===== config.mk =====
export PLATFORM = sky130hd
export DESIGN_NAME = apb_uart_tx_ctrl
export DESIGN_NICKNAME = d
export VERILOG_FILES = /design/src/rtl/apb_uart_pkg.sv /design/src/rtl/apb_uart_bit_timer.sv /design/src/rtl/apb_uart_tx_ctrl.sv
export SDC_FILE = /design/constraint.sdc
export NUM_CORES = 1
export LEC_CHECK = 0
export ABC_AREA = 1
export BUFFER_PORTS_ARGS = -buffer_cell sky130_fd_sc_hd__buf_4
export CAP_MARGIN = 10
export CORE_ASPECT_RATIO = 0.9
export CORE_MARGIN = 8
export CORE_UTILIZATION = 54
export CTS_CLUSTER_DIAMETER = 60
export CTS_CLUSTER_SIZE = 28
export DETAILED_ROUTE_END_ITERATION = 12
export PLACE_DENSITY = 0.86
export SETUP_SLACK_MARGIN = 0.4
export SYNTH_ARGS = -nofsm -noshare
export SYNTH_HDL_FRONTEND = slang
export SYNTH_HIERARCHICAL = 1
export SYNTH_SLANG_ARGS = --single-unit
export TNS_END_PERCENT = 20

===== constraint.sdc =====
create_clock -name clk -period 2.2 [get_ports clk]
set_input_delay 0.11 -clock clk [delete_from_list [all_inputs] [get_ports clk]]
set_output_delay 0.11 -clock clk [all_outputs]
set_load 0.02 [all_outputs]

===== src/rtl/apb_uart_pkg.sv =====
// ---------------------------------------------------------------------------
// apb_uart_pkg
// Definitions shared by the UART TX and RX controllers:
//   tx_state_e       - transmit sequencer states
//   DB5..DB8         - line-control data-bits codes (5..8 data bits)
//   OVERSAMPLE_DFLT  - default number of oversample ticks per bit
//   parity_calc()    - parity bit for a 5..8-bit character
// ---------------------------------------------------------------------------
package apb_uart_pkg;

   typedef enum logic [2:0] {
      IDLE   = 3'd0,
      START  = 3'd1,
      DATA   = 3'd2,
      PARITY = 3'd3,
      STOP   = 3'd4
   } tx_state_e;

   localparam logic [1:0] DB5 = 2'b00;
   localparam logic [1:0] DB6 = 2'b01;
   localparam logic [1:0] DB7 = 2'b10;
   localparam logic [1:0] DB8 = 2'b11;

   localparam int OVERSAMPLE_DFLT = 16;

   // Parity over the low (5 + nbits_code) bits of data. Even parity makes the
   // total count of ones (data + parity) even; odd parity inverts that.
   // Stick parity ignores the data and sends the inverse of the even flag.
   function automatic logic parity_calc(input logic [7:0] data,
                                        input logic [1:0] nbits_code,
                                        input logic       even,
                                        input logic       stick);
      logic p;
      p = 1'b0;
      for (int i = 0; i < 8; i++) begin
         if (i < (5 + int'(nbits_code))) begin
            p = p ^ data[i];
         end else begin
            p = p;
         end
      end
      if (stick) begin
         return ~even;
      end else begin
         return even ? p : ~p;
      end
   endfunction

endpackage


===== src/rtl/apb_uart_bit_timer.sv =====
// ---------------------------------------------------------------------------
// apb_uart_bit_timer
// Counts oversample strobes and flags the last strobe of each bit period.
// Ports:
//   clk, reset_n  - clock, asynchronous active-low reset
//   en_i          - counter runs while high; held at zero while low
//   tick_i        - single-cycle oversample strobe
//   bit_end_o     - high on the tick_i that completes a bit period
// ---------------------------------------------------------------------------
module apb_uart_bit_timer #(
   parameter int OVERSAMPLE = 16
) (
   input  logic clk,
   input  logic reset_n,
   input  logic en_i,
   input  logic tick_i,
   output logic bit_end_o
);

   localparam int CW = (OVERSAMPLE > 1) ? $clog2(OVERSAMPLE) : 1;
   localparam logic [CW-1:0] LAST_CNT = CW'(OVERSAMPLE - 1);

   logic [CW-1:0] cnt_q;
   logic [CW-1:0] cnt_d;

   assign bit_end_o = en_i & tick_i & (cnt_q == LAST_CNT);

   // Next tick count: clear when disabled, wrap at end of bit, hold without tick.
   always_comb begin
      cnt_d = cnt_q;
      if (!en_i) begin
         cnt_d = '0;
      end else if (tick_i) begin
         cnt_d = bit_end_o ? '0 : (cnt_q + CW'(1));
      end else begin
         cnt_d = cnt_q;
      end
   end

   // Tick counter register.
   always_ff @(posedge clk or negedge reset_n) begin
      if (!reset_n) begin
         cnt_q <= '0;
      end else begin
         cnt_q <= cnt_d;
      end
   end

endmodule


===== src/rtl/apb_uart_tx_ctrl.sv =====
// ---------------------------------------------------------------------------
// apb_uart_tx_ctrl
// UART transmit sequencer: pops bytes from the TX FIFO and serialises each one
// as start bit, 5..8 data bits LSB first, optional parity, 1 or 2 stop bits.
// Ports:
//   clk, reset_n      - clock, asynchronous active-low reset
//   tick_i            - oversample strobe from the baud generator
//   tx_en_i           - allows a new frame to start
//   data_bits_i       - data-bits code (00=5 .. 11=8)
//   stop_bits_i       - 0: one stop bit, 1: two stop bits
//   parity_en_i       - parity bit present
//   parity_even_i     - 1: even parity, 0: odd parity
//   parity_stick_i    - parity bit forced to ~parity_even_i
//   break_i           - force the line low
//   fifo_valid_i      - TX FIFO not empty
//   fifo_data_i       - TX FIFO head word
//   fifo_ready_o      - pop strobe to the TX FIFO (combinational)
//   tx_o              - serial line, idle high (registered)
//   busy_o            - frame in progress
//   frame_done_o      - pulse on the final tick of the last stop bit
// ---------------------------------------------------------------------------
module apb_uart_tx_ctrl
   import apb_uart_pkg::*;
#(
   parameter int DATA_WIDTH = 8,
   parameter int OVERSAMPLE = OVERSAMPLE_DFLT
) (
   input  logic                  clk,
   input  logic                  reset_n,
   input  logic                  tick_i,
   input  logic                  tx_en_i,
   input  logic [1:0]            data_bits_i,
   input  logic                  stop_bits_i,
   input  logic                  parity_en_i,
   input  logic                  parity_even_i,
   input  logic                  parity_stick_i,
   input  logic                  break_i,
   input  logic                  fifo_valid_i,
   input  logic [DATA_WIDTH-1:0] fifo_data_i,
   output logic                  fifo_ready_o,
   output logic                  tx_o,
   output logic                  busy_o,
   output logic                  frame_done_o
);

   tx_state_e  state_q, state_d;
   logic [7:0] shift_q, shift_d;
   logic [1:0] db_q, db_d;
   logic       stop2_q, stop2_d;
   logic       par_en_q, par_en_d;
   logic       par_q, par_d;
   logic [2:0] idx_q, idx_d;
   logic       tx_q, tx_d;

   logic       bit_end_s;
   logic       can_pop_s;
   logic       pop_s;
   logic       done_s;
   logic       line_s;
   logic [2:0] last_idx_s;

   // The counter only runs inside a frame, so every frame starts on a fresh bit.
   apb_uart_bit_timer #(
      .OVERSAMPLE (OVERSAMPLE)
   ) u_bit_timer (
      .clk       (clk),
      .reset_n   (reset_n),
      .en_i      (state_q != IDLE),
      .tick_i    (tick_i),
      .bit_end_o (bit_end_s)
   );

   assign can_pop_s = fifo_valid_i & tx_en_i;

   // Sequencer next state, pop/done strobes, frame latching and next line bit.
   always_comb begin
      state_d  = state_q;
      shift_d  = shift_q;
      db_d     = db_q;
      stop2_d  = stop2_q;
      par_en_d = par_en_q;
      par_d    = par_q;
      idx_d    = idx_q;
      pop_s    = 1'b0;
      done_s   = 1'b0;
      line_s   = 1'b1;

      case (db_q)
         DB5:     last_idx_s = 3'd4;
         DB6:     last_idx_s = 3'd5;
         DB7:     last_idx_s = 3'd6;
         DB8:     last_idx_s = 3'd7;
         default: last_idx_s = 3'd7;
      endcase

      case (state_q)
         IDLE: begin
            if (can_pop_s) begin
               pop_s   = 1'b1;
               state_d = START;
            end else begin
               state_d = IDLE;
            end
         end
         START: begin
            if (bit_end_s) begin
               state_d = DATA;
               idx_d   = 3'd0;
            end else begin
               state_d = START;
            end
         end
         DATA: begin
            if (bit_end_s) begin
               shift_d = {1'b0, shift_q[7:1]};
               if (idx_q == last_idx_s) begin
                  idx_d   = 3'd0;
                  state_d = par_en_q ? PARITY : STOP;
               end else begin
                  idx_d = idx_q + 3'd1;
               end
            end else begin
               state_d = DATA;
            end
         end
         PARITY: begin
            if (bit_end_s) begin
               state_d = STOP;
               idx_d   = 3'd0;
            end else begin
               state_d = PARITY;
            end
         end
         STOP: begin
            if (bit_end_s) begin
               // idx_q counts stop bits already sent when two are configured
               if (stop2_q && (idx_q == 3'd0)) begin
                  idx_d = 3'd1;
               end else begin
                  done_s = 1'b1;
                  idx_d  = 3'd0;
                  if (can_pop_s) begin
                     pop_s   = 1'b1;
                     state_d = START;
                  end else begin
                     state_d = IDLE;
                  end
               end
            end else begin
               state_d = STOP;
            end
         end
         default: begin
            state_d = IDLE;
         end
      endcase

      // Frame word and configuration are captured together with the pop.
      if (pop_s) begin
         shift_d  = fifo_data_i[7:0];
         db_d     = data_bits_i;
         stop2_d  = stop_bits_i;
         par_en_d = parity_en_i;
         par_d    = parity_calc(fifo_data_i[7:0], data_bits_i,
                                parity_even_i, parity_stick_i);
      end else begin
         db_d     = db_q;
         stop2_d  = stop2_q;
         par_en_d = par_en_q;
         par_d    = par_q;
      end

      // Line value follows the next state so tx_o changes with the state.
      case (state_d)
         IDLE:    line_s = 1'b1;
         START:   line_s = 1'b0;
         DATA:    line_s = shift_d[0];
         PARITY:  line_s = par_d;
         STOP:    line_s = 1'b1;
         default: line_s = 1'b1;
      endcase

      tx_d = break_i ? 1'b0 : line_s;
   end

   // Sequencer and line registers.
   always_ff @(posedge clk or negedge reset_n) begin
      if (!reset_n) begin
         state_q  <= IDLE;
         shift_q  <= 8'h00;
         db_q     <= 2'b00;
         stop2_q  <= 1'b0;
         par_en_q <= 1'b0;
         par_q    <= 1'b0;
         idx_q    <= 3'd0;
         tx_q     <= 1'b1;
      end else begin
         state_q  <= state_d;
         shift_q  <= shift_d;
         db_q     <= db_d;
         stop2_q  <= stop2_d;
         par_en_q <= par_en_d;
         par_q    <= par_d;
         idx_q    <= idx_d;
         tx_q     <= tx_d;
      end
   end

   assign fifo_ready_o = pop_s;
   assign frame_done_o = done_s;
   assign busy_o       = (state_q != IDLE);
   assign tx_o         = tx_q;

endmodule

=== Word level (Yosys, flattened, before mapping) ===
Index checks and enable logic that the tools add are counted.

* Register bits: 24
* ROM bits: 0
* Bits in writable memories: 0
* Input bits: 20
* Memories kept: 0
* Logic and storage cells: 110
* Latch bits: 0
* Output and inout port bits: 4

* $mul: 0
* Mux-type cells: 50
* Divide/modulo/power cells: 0
* Equality and inequality tests: 16
* $add $sub $neg: 3
* Bitwise operators: 12
* Shifts and indexed selects: 0
* Order comparisons: 8
* Reduce and logical (&&, ||, !) cells: 11

{| class="wikitable"
|+ Operators by type and width
! operator !! number
|-
| less-than comparator 4 x 32 -> 1 bit, first input constant || 3
|-
| less-than comparator 3 x 32 -> 1 bit, first input constant || 2
|-
| less-than comparator 1 x 32 -> 1 bit, first input constant || 1
|-
| less-than comparator 2 x 32 -> 1 bit, first input constant || 1
|-
| two-way mux 3 bit || 10
|-
| two-way mux 1 bit || 28
|-
| two-way mux 8 bit || 3
|-
| case mux 3 bit (5 select lines) || 1
|-
| equality test 3 x 2 -> 1 bit, second input constant || 4
|-
| two-way mux 4 bit || 3
|-
| case mux 3 bit (4 select lines) || 1
|-
| case mux 3 bit (3 select lines) || 1
|-
| bitwise XOR 1 bit || 7
|-
| equality test 3 x 1 -> 1 bit, second input constant || 2
|-
| zero test 3 bit || 2
|-
| != test 2 x 1 -> 1 bit, second input constant || 3
|-
| nonzero test 3 bit || 2
|-
| adder 3 x 2 -> 4 bit, first input constant || 1
|-
| adder 4 x 1 -> 4 bit, second input constant || 1
|-
| equality test 2 bit, second input constant || 2
|-
| equality test 4 bit, second input constant || 1
|-
| less-than comparator 3 x 4 -> 1 bit, first input constant || 1
|-
| AND reduction 4 bit || 1
|-
| nonzero test 2 bit || 2
|-
| other kinds (14) || 17
|}

=== Depth between registers and ports, before layout ===
Gate-level depths: netlist of the first run.

* Word-level depth: 33
* Mapped depth: 16
* Depth with buffers taken out: 16

=== Modules after synthesis ===
The synthesis of the first run kept the hierarchy.

{| class="wikitable"
|+ By module, submodules not included
! module !! times used !! cells each !! area each (µm²) !! sequential area each (µm²)
|-
| apb_uart_tx_ctrl || 1 || 164 || 1251.2 || 501.7
|-
| apb_uart_bit_timer || 1 || 28 || 212.7 || 100.1
|}

=== Worst setup path after synthesis of the first run ===
OpenSTA, ideal clock, no wires.

* Kind: reg2reg
* Start point: reg state_q[1]
* End point: reg tx_q, in the netlist tx_o
* Setup slack: 56 ps
* Setup time: 68 ps
* Stages on the path, launching flop included: 17
* Clock period less this slack: 2144 ps
* Arrival time: 2076 ps
* Cells stage by stage: dfrtp_1 -> nor2_2 -> nand2_1 -> nand2_1 -> nor2_1 -> inv_2 -> nor2_1 -> nand2_2 -> inv_2 -> o21ai_4 -> inv_2 -> nand2_2 -> nand2_2 -> nand2_1 -> nand2_1 -> nand3_2 -> a21oi_2

* Cells in the longest elaborated chain, start to end: 8

{| class="wikitable"
|+ Ends and longest elaborated chain
! element !! RTL line !! RTL
|-
| start, declared || apb_uart_tx_ctrl.sv:46 || <nowiki>tx_state_e state_q, state_d;</nowiki>
|-
| start signal, assigned || apb_uart_tx_ctrl.sv:198 || <nowiki>state_q <= state_d;</nowiki>
|-
| nonzero test 3 bit (*) || - ||
|-
| via busy_o || apb_uart_tx_ctrl.sv:42 || <nowiki>output logic busy_o,</nowiki>
|-
| bitwise AND 1 bit (*) (2 in series) || apb_uart_bit_timer.sv:26 || <nowiki>assign bit_end_o = en_i & tick_i & (cnt_q == LAST_CNT);</nowiki>
|-
| via bit_end_s || apb_uart_tx_ctrl.sv:55 || <nowiki>logic bit_end_s;</nowiki>
|-
| two-way mux 1 bit / two-way mux 8 bit (equally long branches) || apb_uart_tx_ctrl.sv:135, apb_uart_tx_ctrl.sv:114 ||
|-
| case mux 1 bit (2 select lines) / two-way mux 8 bit (equally long branches) || apb_uart_tx_ctrl.sv:96 || <nowiki>case (state_q)</nowiki>
|-
| two-way mux 8 bit (*) || apb_uart_tx_ctrl.sv:159 || <nowiki>if (pop_s) begin</nowiki>
|-
| via shift_d[0] || apb_uart_tx_ctrl.sv:47 || <nowiki>logic [7:0] shift_q, shift_d;</nowiki>
|-
| case mux 1 bit (3 select lines) (*) || apb_uart_tx_ctrl.sv:174 || <nowiki>case (state_d)</nowiki>
|-
| two-way mux 1 bit (*) || apb_uart_tx_ctrl.sv:183 || <nowiki>tx_d = break_i ? 1'b0 : line_s;</nowiki>
|-
| via tx_d || apb_uart_tx_ctrl.sv:53 || <nowiki>logic tx_q, tx_d;</nowiki>
|-
| end signal, assigned || apb_uart_tx_ctrl.sv:205 || <nowiki>tx_q <= tx_d;</nowiki>
|-
| end, declared || apb_uart_tx_ctrl.sv:53 ||
|}

The timed path passes the listed nets; every way through them passes the cells marked *. The select of a mux whose other input is x is not followed.
A chain may end at the register's enable or synchronous reset.

=== Worst setup path after layout of the first run ===
* Start point: reg idx_q[1]
* End point: reg par_q

* Cells in the longest elaborated chain, start to end: 6

{| class="wikitable"
|+ Ends and longest elaborated chain
! element !! RTL line !! RTL
|-
| start, declared || apb_uart_tx_ctrl.sv:52 || <nowiki>logic [2:0] idx_q, idx_d;</nowiki>
|-
| start signal, assigned || apb_uart_tx_ctrl.sv:204 || <nowiki>idx_q <= idx_d;</nowiki>
|-
| zero test 3 bit || apb_uart_tx_ctrl.sv:137 || <nowiki>if (stop2_q && (idx_q == 3'd0)) begin</nowiki>
|-
| logical AND 1 bit || apb_uart_tx_ctrl.sv:137 ||
|-
| two-way mux 1 bit || apb_uart_tx_ctrl.sv:137 ||
|-
| two-way mux 1 bit || apb_uart_tx_ctrl.sv:135 || <nowiki>if (bit_end_s) begin</nowiki>
|-
| case mux 1 bit (2 select lines) || apb_uart_tx_ctrl.sv:96 ||
|-
| two-way mux 1 bit || apb_uart_tx_ctrl.sv:159 ||
|-
| via par_d || apb_uart_tx_ctrl.sv:51 || <nowiki>logic par_q, par_d;</nowiki>
|-
| end signal, assigned || apb_uart_tx_ctrl.sv:203 || <nowiki>par_q <= par_d;</nowiki>
|-
| end, declared || apb_uart_tx_ctrl.sv:51 ||
|}

The timed path passes the listed nets, and every way through them passes these cells.

==> reports/summary.txt, run 1 <==
Clock sinks - 24
First-pass GRT wire length - 6.216 mm
Final number of setup-violating endpoints - 0
Final Max Tran Viols - 0
Die area - 4636 µm²
Mapped Area - 1464 µm²
Initial Util - 55.08%
Tcrit/Tclk final - 84.04%
Leak Pwr - 1.026 nW
H-tree Lvls - 1
Setup tns final - 0 ps
Setup crit end kind - register
Peak VDD IR - 0.4256 mV
Flops & latches, synth - 24
Top area cells in the synthesized netlist - dfrtp_1 39%, nand2_1 15%, nand3_1 7.5%
Worst Setup Start Kind - register
Final instance area - 1959 µm²
Area post-placement - 1685 µm²
Post-DR vias/cell - 5.353
PortBufs - 23
Relative slew slack - 75.24%
Largest net degree at the start of global routing - 25
Routed wire length - 3.458 mm
Pwr/cell area - 913.0 nW/µm²
Kind of critical path - register to register
Worst EP required - 2410 ps
Setup Skew - 4.164 ps
Gr usage total - 16.33%
Hold Path Cell Cnt - 3
HP Class - input pin to register
Via count - 1440
I/O Pins - 24
Yosys top cell area share - 39.32%
CTS tree - done
Num rows - 18
Vias in the first global route - 1442
Sequential fraction of the synthesis area - 41.11%
Fin crit period - 1849 ps
Die Span Y - 65.40 µm
Commonest non-fill, non-tap cell in the layout - nand2_1
Worst Tran Pin Value - 368.2 ps
Max clock buf depth - 2
Net count, final - 263
HPWL after DPL - 2.440 mm
Routability Congestion - 0.7844
Synthesis warning total - 6
Post-route DRC - 0
Number of diodes - 0
WP data arrival - 2060 ps
Initial antenna violation count - 0
Drt first-iter violations - 197
Gate Count Post-Synth - 192
ANT nets after route - 0
GRT overflow - 0
Max-Cap Viols - 0
Reg clk slew, reported paths - 130 ps
Netlist cell types - 31
R2R cell count - 12
RSZ-0062 raised after global routing - yes
Core box area - 2658 µm²
Drt first pass iters - 4
Syn Nets - 215
Status - finished clean
Top fanout value on the critical path - 5
Avg WL per Cell - 12.86 µm
Syn-to-layout area delta - 33.85%
F_max - 0.5409 GHz
Commonest cells after routing, fill and taps aside - 54 x nand2_1, 38 x buf_4, 22 x dfrtp_1
Total power - 1.789 mW
Layout cell share with drive strength beyond 1 - 31.38%
Syn_area_per_cell - 7.625 µm²
Die W - 70.89 µm
Cell chosen for the clock root - clkbuf_4
Clock Latency Late Sink - 310 ps
Final hold slack - 27.41 ps
Largest area contributor in the netlist - dfrtp_1
Fin. Hold Viols - 0
CTS buffer count - 3
==> state kept, by name (all words and copies together), names as in the netlist <==
name,flops
db_q,2
idx_q,3
par_en_q,1
par_q,1
shift_q,8
state_q,3
stop2_q,1
tx_o,1
u_bit_timer/cnt_q,4
==> final cells by class <==
cell class | count | area [µm²]
flip-flops and latches | 24 | 603.1
fillers | 193 | 698.2
well taps | 30 | 37.54
repair buffers | 45 | 359.1
inverters | 29 | 121.4
multi-input cells | 137 | 802.0
clock buffers | 4 | 36.28
==> kinds of logic (layout without fill, tap and decap cells) <==
group,after synthesis,after routing,share of synthesized area [%]
compound gates,27,27,11.88
simple gates,100,100,31.54
flops,24,24,41.11
fa+ha+maj,3,3,2.564
buf+inv,31,78,8.718
xor+xnor,7,7,4.188
==> report_power, final <==
part	switching [mW]	internal, mW	leakage (nW)
Combinational	0.424	0.378	0.721
Clock	0.130	0.101	0.0210
Sequential	0.128	0.628	0.284
==> what timing repair did <==
| item | 4_1_cts | 5_1_grt |
|---|---|---|
| endpoints found under the setup margin | 15 | 14 |
| hold buffers | 4 | 0 |
| gates resized for setup | 11 | 9 |
| pin swaps | 5 | 9 |
| endpoints found under the hold margin | 27 | 0 |
| buffers inserted | 13 | 4 |
==> metal layers <==
metal / global-route usage, % / up-vias / routed length, µm
met1: 20.49 / 676 / 1547
li1: - / 714 / -
met4: 5.181 / 0 / 29
met5: 0 / - / 0
met2: 27.51 / 48 / 1653
met3: 3.495 / 2 / 227
==> final timing paths <==
| check | from | end | slack [ps] |
|---|---|---|---|
| worst max-delay path | idx_q[1] | par_q | 350 |
| worst min-delay path | fifo_data_i[7] | shift_q[7] | 30 |
| worst max register to register | idx_q[1] | par_q | 350 |
| worst min register to register | par_en_q | par_en_q | 510 |
| max in group asynchronous | reset_n | tx_o | 1690 |
| min in group asynchronous | reset_n | idx_q[2] | 220 |
==> worst max-delay path, stage by stage, from the launching register on <==
cell and delay, ps:
dfrtp_1 440, inv_2 70, ha_1 160, nand2_2 70, nor2_4 120, nor2_4 50
nand2_2 70, inv_4 40, o21ai_4 180, inv_4 70, buf_6 120, or2_4 220
a21boi_1 130
==> per-stage QoR <==
stage | cells | setup slack (ps) | utilization, %
final | 269 | 351.2 | 73.73
after global routing | 269 | 254.0 | 73.73
after CTS | 265 | 373.7 | 71.28
after detailed placement | 244 | 141.0 | 63.42
after global placement | 244 | 215.9 | 63.42
after floorplan | 192 | 340.2 | -
==> synth_stat cells <==
cell and n:
o31ai_1 1, o21ai_1 4, xnor2_1 4, dfstp_2 1
a21oi_2 1, dfrtp_1 23, nand3_1 22, a22oi_1 5
nor2_4 1, nand2_1 57, nand4_1 4, clkinv_1 1
o21ai_4 1, o211ai_1 1, o221ai_1 1, buf_6 1
inv_2 5, inv_1 22, or2_1 1, nor2_8 1
o21ai_0 9, nor2_2 1, a21oi_1 3, nand3_2 2
a21boi_1 1, nor2_1 8, nand2_2 3, xor2_1 3
inv_4 1, ha_1 3, buf_2 1
Power figures use the tool's default switching activity.
==> inputs of run 2 (changes only) <==
- CORE_UTILIZATION: 54 -> 50
- PLACE_DENSITY: 0.86 -> 0.84
- clock period: 2.2 -> 1.7 ns (I/O delays scaled with it)
==> reports/summary.txt, run 2 (synthesis gave the netlist of run 1 again) <==
Status - finished with violations
Failing checks - negative setup slack
Pwr/cell area - 1149 nW/µm²
Largest register by flop count - shift_q
Commonest non-fill, non-tap cell in the layout - nand2_1
GRT overflow - 0
Gr usage total - 19.10%
Largest net degree at the start of global routing - 25
Clock Power Share - 12.7%
Max-Cap Viols - 0
Biggest registers after layout - shift_q x8, u_bit_timer/cnt_q x4
HP Class - input pin to register
ANT nets after route - 0
Final hold slack - 30.25 ps
Setup crit end kind - output pin
Initial antenna violation count - 0
PortBufs - 23
Layout cell share with drive strength beyond 1 - 37.84%
Switch share - 39.16%
R2R setup slack - -190 ps
Final Max Tran Viols - 0
Max clock buf depth - 2
H-tree Lvls - 1
First-pass GRT wire length - 7.355 mm
Post-DR vias/cell - 5.224
Tcrit/Tclk final - 113.4%
Routability Congestion - 0.8324
Total power - 2.523 mW
CTS tree - done
Die Span Y - 67.33 µm
Via count - 1562
Routed wire length - 4.096 mm
Drt first-iter violations - 118
Top fanout value on the critical path - 3
Final instance area - 2196 µm²
Filler Cell Count - 188
Die area - 4917 µm²
Setup Skew - 11.63 ps
Worst Setup Start Kind - register
Fin. Hold Viols - 0
Max reg flops - 8
Commonest cells after routing, fill and taps aside - 53 x nand2_1, 47 x buf_4, 23 x dfrtp_1
Combinational Power Share - 48.3%
Final number of setup-violating endpoints - 15
RSZ-0062 raised after global routing - yes
Die W - 73.04 µm
Clock Latency Late Sink - 340 ps
Peak VDD IR - 0.6928 mV
Cell Int Power - 1.535 mW
Avg WL per Cell - 13.70 µm
Core box area - 2770 µm²
Worst Tran Pin Value - 392.9 ps
Clock sinks - 24
Reg clk slew, reported paths - 140 ps
Net count, final - 283
Initial Util - 52.85%
Cell chosen for the clock root - clkbuf_4
Number of diodes - 0
Leak Pwr - 1.145 nW
Worst EP required - 1620 ps
I/O Pins - 24
Relative slew slack - 73.58%
Num rows - 18
Area post-placement - 1883 µm²
CTS buffer count - 3
Min setup slack post-route - -228.5 ps
F_max - 0.5185 GHz
Switching Power - 0.9880 mW
WP data arrival - 1840 ps
HPWL after DPL - 2.713 mm
Fin crit period - 1929 ps
Post-route DRC - 0
Syn-to-layout area delta - 50.00%
Drt first pass iters - 4
Vias in the first global route - 1661
Sequential power share - 39.0%
Kind of critical path - register to output pin
[run 2: cell types whose count changed in the layout (fill, tap and decap cells not counted), sizes merged]
| cell | delta |
|---|---|
| buf | +15 |
| dlygate4sd3 | +5 |
[run 2: stage by stage]
stage                     util [%]  TNS, ps  worst slack [ps]  instances
after floorplan                  -    -1049            -159.6        192
after global placement       67.98   -21.87            -19.04        278
after detailed placement     67.98   -383.9            -104.8        278
after CTS                    78.27   -824.6            -170.0        297
after global routing         79.27    -2964            -316.1        299
final                        79.27    -1388            -228.5        299
[run 2: what timing repair did]
action                                  CTS  global route
hold endpoints to repair                 32             0
endpoints found under the setup margin   23            24
pin swaps                                16             5
gates resized for setup                  26             6
hold buffers                              9             0
buffers inserted                          6             2
[run 2: layer usage]
metal	share of wire (%)	vias to the layer above	global-route usage, %	routed length (µm)
met5	0	-	0	0
met3	3.4	11	2.367	140
met2	49	57	32.33	1998
met4	3.0	0	11.22	123
met1	45	735	23.03	1835
li1	-	759	-	-
[run 2: worst max-delay path, stage by stage (launching register included)]
cell	delay, ps
dfrtp_1	400
ha_2	200
nand3_2	110
nor2_4	130
inv_4	60
nor2_4	110
nand2_2	80
inv_4	70
o21ai_4	50
inv_2	100
buf_6	100
buf_6	100
[run 2: path summary, 6_finish.rpt]
path,start,end,cells after the start
setup / recovery,u_bit_timer/cnt_q[1],fifo_ready_o,11
setup reg to reg,u_bit_timer/cnt_q[1],tx_o,14
hold / removal,data_bits_i[1],db_q[1],3
hold reg to reg,par_en_q,par_en_q,2
max in group asynchronous,reset_n,tx_o,2
min in group asynchronous,reset_n,shift_q[4],2
[run 2: final cells by class]
class	count	area (µm²)	share of cell area (%)
Clock buffer	4	36.28	1.652
Timing Repair Buffer	65	548.0	24.96
Tap cell	40	50.05	2.279
Multi-Input combinational cell	137	843.3	38.40
Sequential cell	24	601.8	27.41
Inverter	29	116.4	5.299
[run 2: power by group through the flow]
stage | Clock (mW) | Combinational (mW) | Sequential [mW]
global route | 0.350 | 1.36 | 1.01
finish | 0.320 | 1.22 | 0.985
floorplan | 0 | 0.604 | 0.960
CTS | 0.324 | 1.15 | 0.971
detailed placement | 0 | 0.990 | 0.960
global placement | 0 | 0.955 | 0.951
